[src/rtl/shift_pkg.sv]
// Shared types for the pipelined barrel shifter datapath.
package shift_pkg;

  typedef enum logic [1:0] {
    SHIFT_SLL = 2'b00,
    SHIFT_SRL = 2'b01,
    SHIFT_ROR = 2'b10,
    SHIFT_SRA = 2'b11
  } shift_op_t;

endpackage

[src/rtl/shifter_stage.sv]
// One registered step of the barrel shifter: shifts by 2^K when shamt bit K is set.
// The whole request (valid, data, shamt, op, sign) moves forward only when en_i is high.
module shifter_stage
  import shift_pkg::*;
#(
  parameter int N = 32,
  parameter int K = 0
) (
  input  logic                   clk,
  input  logic                   rst,
  input  logic                   en_i,
  input  logic                   valid_i,
  input  logic [N-1:0]           data_i,
  input  logic [$clog2(N)-1:0]   shamt_i,
  input  shift_op_t              op_i,
  input  logic                   sign_i,
  output logic                   valid_o,
  output logic [N-1:0]           data_o,
  output logic [$clog2(N)-1:0]   shamt_o,
  output shift_op_t              op_o,
  output logic                   sign_o
);

  localparam int L = $clog2(N);
  localparam int S = 1 << K;

  logic          valid_q;
  logic [N-1:0]  data_q;
  logic [N-1:0]  data_d;
  logic [L-1:0]  shamt_q;
  shift_op_t     op_q;
  logic          sign_q;

  // SRA fills from the sign captured at entry, since earlier stages may already have moved the MSB.
  always_comb begin
    data_d = data_i;
    if (shamt_i[K]) begin
      unique case (op_i)
        SHIFT_SLL: data_d = data_i << S;
        SHIFT_SRL: data_d = data_i >> S;
        SHIFT_SRA: data_d = {{S{sign_i}}, data_i[N-1:S]};
        SHIFT_ROR: data_d = {data_i[S-1:0], data_i[N-1:S]};
      endcase
    end
  end

  always_ff @(posedge clk) begin
    if (rst) begin
      valid_q <= 1'b0;
      data_q  <= '0;
      shamt_q <= '0;
      op_q    <= SHIFT_SLL;
      sign_q  <= 1'b0;
    end else if (en_i) begin
      valid_q <= valid_i;
      data_q  <= data_d;
      shamt_q <= shamt_i;
      op_q    <= op_i;
      sign_q  <= sign_i;
    end
  end

  assign valid_o = valid_q;
  assign data_o  = data_q;
  assign shamt_o = shamt_q;
  assign op_o    = op_q;
  assign sign_o  = sign_q;

endmodule

[src/rtl/pipelined_barrel_shifter.sv]
// Pipelined barrel shifter (SLL/SRL/SRA/ROR), one register stage per shift-amount bit,
// with an elastic valid/ready pipeline whose ready is a combinational chain from out_ready.
module pipelined_barrel_shifter
  import shift_pkg::*;
#(
  parameter  int N = 32,
  localparam int L = $clog2(N)
) (
  input  logic          clk,
  input  logic          rst,
  input  logic          in_valid,
  output logic          in_ready,
  input  logic [N-1:0]  in_data,
  input  logic [L-1:0]  in_shamt,
  input  shift_op_t     in_op,
  output logic          out_valid,
  input  logic          out_ready,
  output logic [N-1:0]  out_data
);

  if ((N < 4) || ((N & (N - 1)) != 0)) begin : g_bad_width
    $error("pipelined_barrel_shifter: N must be a power of two and at least 4");
  end

  logic          valid [L];
  logic [N-1:0]  data  [L];
  logic [L-1:0]  shamt [L];
  shift_op_t     op    [L];
  logic          sign  [L];
  logic          rdy   [L];
  logic          readyAcc;

  // A stage may advance if anything downstream will make room, or if it holds nothing.
  always_comb begin
    readyAcc = out_ready;
    for (int k = L - 1; k >= 0; k--) begin
      readyAcc = readyAcc || !valid[k];
      rdy[k]   = readyAcc;
    end
  end

  for (genvar k = 0; k < L; k++) begin : g_stage
    logic          validIn;
    logic [N-1:0]  dataIn;
    logic [L-1:0]  shamtIn;
    shift_op_t     opIn;
    logic          signIn;

    if (k == 0) begin : g_first
      assign validIn = in_valid;
      assign dataIn  = in_data;
      assign shamtIn = in_shamt;
      assign opIn    = in_op;
      assign signIn  = in_data[N-1];
    end else begin : g_next
      assign validIn = valid[k-1];
      assign dataIn  = data[k-1];
      assign shamtIn = shamt[k-1];
      assign opIn    = op[k-1];
      assign signIn  = sign[k-1];
    end

    shifter_stage #(
      .N (N),
      .K (k)
    ) u_stage (
      .clk     (clk),
      .rst     (rst),
      .en_i    (rdy[k]),
      .valid_i (validIn),
      .data_i  (dataIn),
      .shamt_i (shamtIn),
      .op_i    (opIn),
      .sign_i  (signIn),
      .valid_o (valid[k]),
      .data_o  (data[k]),
      .shamt_o (shamt[k]),
      .op_o    (op[k]),
      .sign_o  (sign[k])
    );
  end

  assign in_ready  = rdy[0];
  assign out_valid = valid[L-1];
  assign out_data  = data[L-1];

endmodule

[config.mk]
export PLATFORM = sky130hd
export DESIGN_NAME = pipelined_barrel_shifter
export DESIGN_NICKNAME = d
export VERILOG_FILES = /design/src/rtl/shift_pkg.sv /design/src/rtl/shifter_stage.sv /design/src/rtl/pipelined_barrel_shifter.sv
export SDC_FILE = /design/constraint.sdc
export NUM_CORES = 1
export LEC_CHECK = 0
export BUFFER_PORTS_ARGS = -buffer_cell sky130_fd_sc_hd__buf_2
export CAP_MARGIN = 20
export CORE_MARGIN = 4
export CORE_UTILIZATION = 35
export CTS_BUF_LIST = sky130_fd_sc_hd__clkbuf_8
export DETAILED_ROUTE_END_ITERATION = 10
export SYNTH_ARGS = -nofsm -noshare
export SYNTH_HDL_FRONTEND = slang
export SYNTH_HIERARCHICAL = 1
export SYNTH_SLANG_ARGS = --single-unit
[constraint.sdc]
create_clock -name clk -period 1.7 [get_ports clk]
set_input_delay 0.255 -clock clk [delete_from_list [all_inputs] [get_ports clk]]
set_output_delay 0.255 -clock clk [all_outputs]
set_load 0.05 [all_outputs]
; ---- Word-level counts from Yosys, hierarchy flattened
; Index checks and enable logic that the tools add are counted.
[totals]
wordCells = 62
output_inout_bits = 34
in_bits = 43
reg_bits = 197
[classes]
reduce_logical = 15
eq_ne = 15
muxes = 10
[ops]
columns = operator, count
row1 = $pmux 32 s4, 5
row2 = $mux 32, 5
row3 = $eq 2x2->1 const B, 10
row4 = $eq 2x1->1 const B, 5
row5 = $logic_not 2->1, 5
row6 = $logic_not 1->1, 5
row7 = $logic_or 1x1->1, 5

; ---- Logic depth before layout (Yosys ltp)
; Gate-level depths: netlist (run 1).
[depth]
depth_word = 6
depth_mapped = 7
mapped_depth_nobuf = 5

; ---- Cells and area by module
; The synthesis (run 1) kept the hierarchy.
[by_module_without_submodules]
columns = module, area_each_um2, n_inst, cells_per_inst, seq_area_each_um2
row1 = shifter_stage at g_stage[0].u_stage, 2332.2, 1, 253, 820.8
row2 = shifter_stage at g_stage[2].u_stage, 2329.7, 1, 260, 820.8
row3 = shifter_stage at g_stage[1].u_stage, 2262.2, 1, 250, 820.8
row4 = shifter_stage at g_stage[3].u_stage, 2043.2, 1, 227, 820.8
row5 = shifter_stage at g_stage[4].u_stage, 1945.6, 1, 194, 820.8
row6 = pipelined_barrel_shifter, 35.0, 1, 6, 0.0

; ---- Worst setup path after synthesis (run 1)
; OpenSTA, ideal clock, no wires.
[synth_timing]
path_kind = flip-flop to flip-flop
from = reg g_stage[4].u_stage.valid_q
to = reg g_stage[0].u_stage.data_q[2]
path_buffers = 2
stages_incl_launch_ff = 7
synth_period_minus_slack_ns = 2.332
required_ns = 1.553
slack_ns = -0.632
arrival_ns = 2.185
setup_ns = 0.147
path_cell_list = dfxtp_1 > and3b_2 > nand4_1 > clkbuf_1 > nand2b_1 > buf_4 > o32ai_1
[synth_between]
elab_chain_cells = 6
[synth_rtl]
columns = element, line_no
row1 = "start, declared", shifter_stage.sv:27  ; logic valid_q;
row2 = "start signal, assigned", shifter_stage.sv:55  ; valid_q <= valid_i;
row3 = $logic_not 1->1, pipelined_barrel_shifter.sv:37  ; readyAcc = readyAcc || !valid[k];
row4 = $logic_or 1x1->1 (5 in series), pipelined_barrel_shifter.sv:37
row5 = via in_ready, pipelined_barrel_shifter.sv:12  ; output logic in_ready,
row6 = "end signal, assigned", shifter_stage.sv:56  ; data_q <= data_d;
row7 = "end, declared", shifter_stage.sv:28  ; logic [N-1:0] data_q;
; The timed path passes the listed nets, and every way through them passes these cells.
; A chain may end at the register's enable or synchronous reset.

; ---- Worst setup path in the final report (run 1)
[layout_timing]
from = reg g_stage[3].u_stage.valid_q
to = out in_ready
[layout_between]
elab_chain_cells = 5
[layout_rtl]
columns = element, line_no
row1 = "start, declared", shifter_stage.sv:27
row2 = "start signal, assigned", shifter_stage.sv:55
row3 = $logic_not 1->1, pipelined_barrel_shifter.sv:37
row4 = $logic_or 1x1->1 (4 in series), pipelined_barrel_shifter.sv:37
row5 = "end, declared", pipelined_barrel_shifter.sv:12
; Every way passes these cells.

==> results of run 1 <==
## flip-flops by register name, summed over array words and instances, names as in the netlist
register and cells:
g_stage.u_stage/shamt_o 10, g_stage.u_stage/data_o 160, g_stage.u_stage/sign_o 4, g_stage.u_stage/valid_o 5, g_stage.u_stage/op_o 8
## worst paths after layout
check | start | endpoint | slack (ps) | cells after the start
max | g_stage[3].u_stage/valid_o | in_ready | -110 | 4
max reg2reg | g_stage[3].u_stage/valid_o | g_stage[0].u_stage/data_o[8] | -50 | 7
min reg2reg | g_stage[4].u_stage/data_o[3] | g_stage[4].u_stage/data_o[3] | 500 | 2
min | in_valid | g_stage[0].u_stage/valid_o | 30 | 3
## cell usage in the layout (no fill, tap or decap), drive strengths merged, types with 2 or more instances in the layout
cell,n
nor2b,21
o32ai,106
or4b,4
a211oi,89
o211a,16
a222oi,8
nor4b,8
nand2b,135
and2b,2
o22ai,22
mux2i,57
nor2,168
o21a,46
or2,8
dfxtp,187
buf,134
a221oi,9
nand2,29
a31oi,9
a21oi,17
inv,28
clkinv,5
clkbuf,17
o21ai,22
mux2,9
a31o,9
## per-layer routing
metal  track usage, %  vias to the layer above
met3             2.77                       19
met1             24.8                     4249
met2             26.2                      271
met5                0                        -
met4             3.23                        0
li1                 -                     4232
## where the power goes
| part | switching [mW] | leakage, nW | internal [mW] | total (mW) |
|---|---|---|---|---|
| clock network | 1.83 | 0.203 | 1.24 | 3.07 |
| registers | 0.291 | 1.54 | 4.63 | 4.92 |
| logic | 0.765 | 2.66 | 0.577 | 1.34 |
| total | 2.88 | 4.40 | 6.45 | 9.33 |
## through the flow
stage | TNS, ps | utilization (%) | total power, mW
CTS | -1220 | 40.0 | 9.41
global route | -2710 | 40.0 | 9.75
floorplan | -11260 | - | 5.94
finish | -494 | 40.0 | 9.33
detailed placement | 0 | 38.3 | 6.34
global placement | 0 | 38.3 | 6.33
## final cells by class
class / instances / area share, %
Timing Repair Buffer: 135 / 9.04
Tap cell: 384 / 4.15
Multi-Input combinational cell: 801 / 50.3
Sequential cell: 187 / 32.4
Clock inverter: 15 / 1.50
Inverter: 20 / 0.648
Clock buffer: 17 / 2.02
## critical path: stages (launching register included)
cell and delay, ps:
dfxtp_2 350, and3b_2 240, nand4_1 170, buf_12 190
buf_12 140
## timing repair
| item | in CTS | in global routing |
|---|---|---|
| hold buffers | 1 | 0 |
| gates cloned | 1 | 1 |
| gates resized for setup | 5 | 3 |
| hold endpoints to repair | 1 | 0 |
| endpoints found under the setup margin | 1 | 45 |
| pin swaps | 1 | 2 |
| setup buffers | 3 | 2 |
==> impl_metrics.yaml, run 1 <==
cells_and_area:
  multiInputGateArea_sq_um: 5820
  final-seq-area_sq_um: 3750
  drive_above_1_share_pct: 22.1
  final_cells: 1559
  nets: 1205
  fin_area_sq_um: 11600
  area_growth_pct: 11.9
  fillers: 2886
  insertedDiodeCount: 0
clock_network:
  numCtsBuffers: 17
  cts_buffer_depth: 2
  cts.sinks: 187
  cts_max_level: 4
  clock-root-buffer: "clkbuf_8"
  cts.clk_slew.worst_paths_ps: 110
  insertion_delay_ps: 470
  cts_tree: "built"
synth:
  synth.avg_cell_area_sq_um: 9.11
  synth_area_sq_um: 10300
  synth_cells: 1136
  yosysWarningCount: 6
  syn-num-nets: 1179
timing:
  relSlewSlack_pct: 49.1
  report.final.slew_viol_count: 0
  fmax_mhz: 552
  fin_skew_ps: 16.3
  whs_ps: 26.1
  finalWorstSetupSlack_ps: -111
  rsz0062_at_grt: "true"
  period_minus_slack_ps: 1810
  fin_crit_sh_pct: 107
  final_hold_viol_count: 0
  finalSetupViolCount: 28
  worst_slew_pin_slew_ps: 762
placement:
  finalWeightedCongestion: 0.812
  pre_cts_slack_ps: 69.0
  portBuffers: 76
  dp_cells: 1520
  place_area_sq_um: 11100
  hpwl_microns: 19200
route:
  drtIter0Drc: 631
  met3WireLength_microns: 1350
  vias: 8771
  wl_met2_microns: 12400
  dr.pass1.iters: 5
  wl_per_cell_microns: 18.1
  drt_wl_total_microns: 28100
  top_layer_used: "met4"
  met1Wirelength_microns: 14200
  routed_via_density: 5.63
  drc: 0
  antenna_left: 0
run_status:
  failed_checks: "negative setup slack"
  status: "finished, violations left"
grt:
  grtUsageTotal_pct: 16.8
  grt_pass1_vias: 8335
  grt-ovfl-total: 0
  grt_pass1_wl_microns: 46200
  antenna_found_initial: 0
  grt_max_degree: 58
die:
  core_area_sq_um: 28900
  fp.dieW_microns: 180
  die_h_microns: 180
  dieArea_sq_um: 32400
  initial_core_util_pct: 35.8
  rows: 62
  ios: 77
worst_setup_path:
  end_kind: "output pin"
  arrival_ps: 1560
  crit_required_ps: 1440
  cp_max_fo: 4
  critPathLaunchType: "register"
  path_class: "register to output pin"
power:
  p_per_area_nw_per_um2: 805
  peakVddDrop_uv: 531
  p_leak_nw: 4.40
flow_run:
  cap_violations: 0
worst_hold_path:
  min_path_type: "input port to register"
No activity file was read; power rests on OpenSTA's default activity.
==> run 2, diff against run 1 <==
--- a/config.mk
+++ b/config.mk
@@ -5,6 +5,7 @@
 export SDC_FILE = /design/constraint.sdc
 export NUM_CORES = 1
 export LEC_CHECK = 0
+export ABC_AREA = 1
 export BUFFER_PORTS_ARGS = -buffer_cell sky130_fd_sc_hd__buf_2
 export CAP_MARGIN = 20
 export CORE_MARGIN = 4
==> run 2 against run 1 <==
The run still ends with negative setup slack left. Wire length shrank 2.2%. Largest cell class unchanged. Sequential cell count is the same. First-iteration DRC count shrank 16%. Synthesized area shrank 4.3%. Die area shrank 4.1%. Clock skew grew 11 ps.
==> impl_metrics.yaml, run 2 <==
run_status:
  status: "finished, violations left"
  failed_checks: "negative setup slack"
route:
  wl_per_cell_microns: 14.3
  antenna_left: 0
  drt_wl_total_microns: 27500
  top_layer_used: "met4"
  vias: 9564
  dr.pass1.iters: 5
  routed_via_density: 4.99
  drtIter0Drc: 530
  met1Wirelength_microns: 13600
  met3WireLength_microns: 1140
  drc: 0
  wl_met2_microns: 12400
worst_setup_path:
  end_kind: "output pin"
  arrival_ps: 1450
  cp_max_fo: 3
  path_class: "register to output pin"
  critPathLaunchType: "register"
  crit_required_ps: 1440
cells_and_area:
  drive_above_1_share_pct: 14.6
  largest_register_ff_count: 160
  layout_commonest_cell: "nand2_1"
  fillers: 3020
  insertedDiodeCount: 0
  layout_common_cells: "nand2_1, nor2_1, dfxtp_1"
  area_growth_pct: 11.0
  nets: 1570
power:
  switching_share_pct: 31.9
  peakVddDrop_uv: 466
  power_frac_clock_pct: 32.9
  p_leak_nw: 4.88
  combPwrFrac_pct: 13.4
  p_per_area_nw_per_um2: 831
  p_switching_mw: 2.91
  pwr-share-seq_pct: 53.7
  intPower_mw: 6.22
  power_mw: 9.14
placement:
  hpwl_microns: 19200
  pre_cts_slack_ps: -22.5
  finalWeightedCongestion: 0.838
  portBuffers: 76
timing:
  fin_crit_sh_pct: 101
  final_hold_viol_count: 0
  report.final.slew_viol_count: 0
  finalSetupViolCount: 1
  relSlewSlack_pct: 57.1
  period_minus_slack_ps: 1710
  fmax_mhz: 585
  whs_ps: 26.5
  rsz0062_at_grt: "true"
  fin_skew_ps: 27.3
  worst_slew_pin_slew_ps: 642
  finalWorstSetupSlack_ps: -8.53
synth:
  yosysWarningCount: 6
  synth_area_sq_um: 9900
  synth.avg_cell_area_sq_um: 6.67
  syn-num-nets: 1529
  synth_cells: 1486
die:
  ios: 77
  fp.dieW_microns: 176
  rows: 61
  die_h_microns: 176
  core_area_sq_um: 27900
  initial_core_util_pct: 35.6
  dieArea_sq_um: 31100
clock_network:
  clock-root-buffer: "clkbuf_8"
  cts_tree: "built"
  numCtsBuffers: 17
  insertion_delay_ps: 480
  cts.clk_slew.worst_paths_ps: 120
  cts.sinks: 187
  cts_max_level: 4
  cts_buffer_depth: 2
grt:
  antenna_found_initial: 0
  grt_pass1_vias: 8742
  grt_max_degree: 49
  grtUsageTotal_pct: 17.6
  grt-ovfl-total: 0
  grt_pass1_wl_microns: 45500
worst_hold_path:
  min_path_type: "input port to register"
flow_run:
  cap_violations: 0
[run 2: area by class of cell]
cell class | instances | area, sq um | area share, %
Sequential cell | 187 | 3750 | 34.1
Clock inverter | 14 | 151 | 1.38
Inverter | 135 | 522 | 4.75
Clock buffer | 18 | 248 | 2.25
Multi-Input combinational cell | 1063 | 4960 | 45.2
Timing Repair Buffer | 123 | 881 | 8.02
Tap cell | 378 | 473 | 4.30
[run 2: path summary, 6_finish.rpt]
| kind | startpoint | endpoint | slack [ps] | cells past startpoint |
|---|---|---|---|---|
| max | g_stage[3].u_stage/valid_o | in_ready | -9 | 5 |
| min reg2reg | g_stage[0].u_stage/shamt_o[3] | g_stage[0].u_stage/shamt_o[3] | 470 | 2 |
| min | in_data[25] | g_stage[0].u_stage/data_o[25] | 30 | 3 |
| max reg2reg | g_stage[3].u_stage/valid_o | g_stage[1].u_stage/data_o[18] | 110 | 11 |
[run 2: worst max-delay path, stage by stage (launching register included)]
cell and delay [ps]:
dfxtp_2 370, nand3_4 90, nor2_4 150, nand3_4 100
buf_6 130, buf_8 140
[run 2: stage by stage]
step	utilization (%)	setup TNS (ps)	instance area, sq um	instances
global placement	37.7	-3.50	10500	1880
finish	39.4	-8.53	11000	1918
detailed placement	37.7	-54.5	10500	1880
floorplan	-	0	9920	1486
CTS	39.4	-71.4	11000	1918
global route	39.4	-171	11000	1918
[run 2: timing repair]
action                                  in CTS  in global routing
hold buffers                                 1                  1
setup buffers                                5                  0
endpoints found under the hold margin        1                  1
pin swaps                                    1                  1
endpoints found under the setup margin       1                 43
gates resized for setup                      7                  3
[run 2: power groups by stage]
stage	combinational (mW)	sequential (mW)	clock (mW)
2_1_floorplan	0.869	4.96	0
6_report	1.23	4.90	3.01
3_3_place_gp	1.20	5.00	0
4_1_cts	1.22	4.90	3.09
3_5_place_dp	1.21	5.00	0
5_1_grt	1.40	4.93	3.28
[run 2: per-layer routing]
| layer | vias to the layer above | GRT usage, % |
|---|---|---|
| met5 | - | 0 |
| met4 | 0 | 4.71 |
| met3 | 27 | 2.46 |
| met2 | 243 | 27.5 |
| met1 | 4396 | 25.5 |
| li1 | 4898 | - |
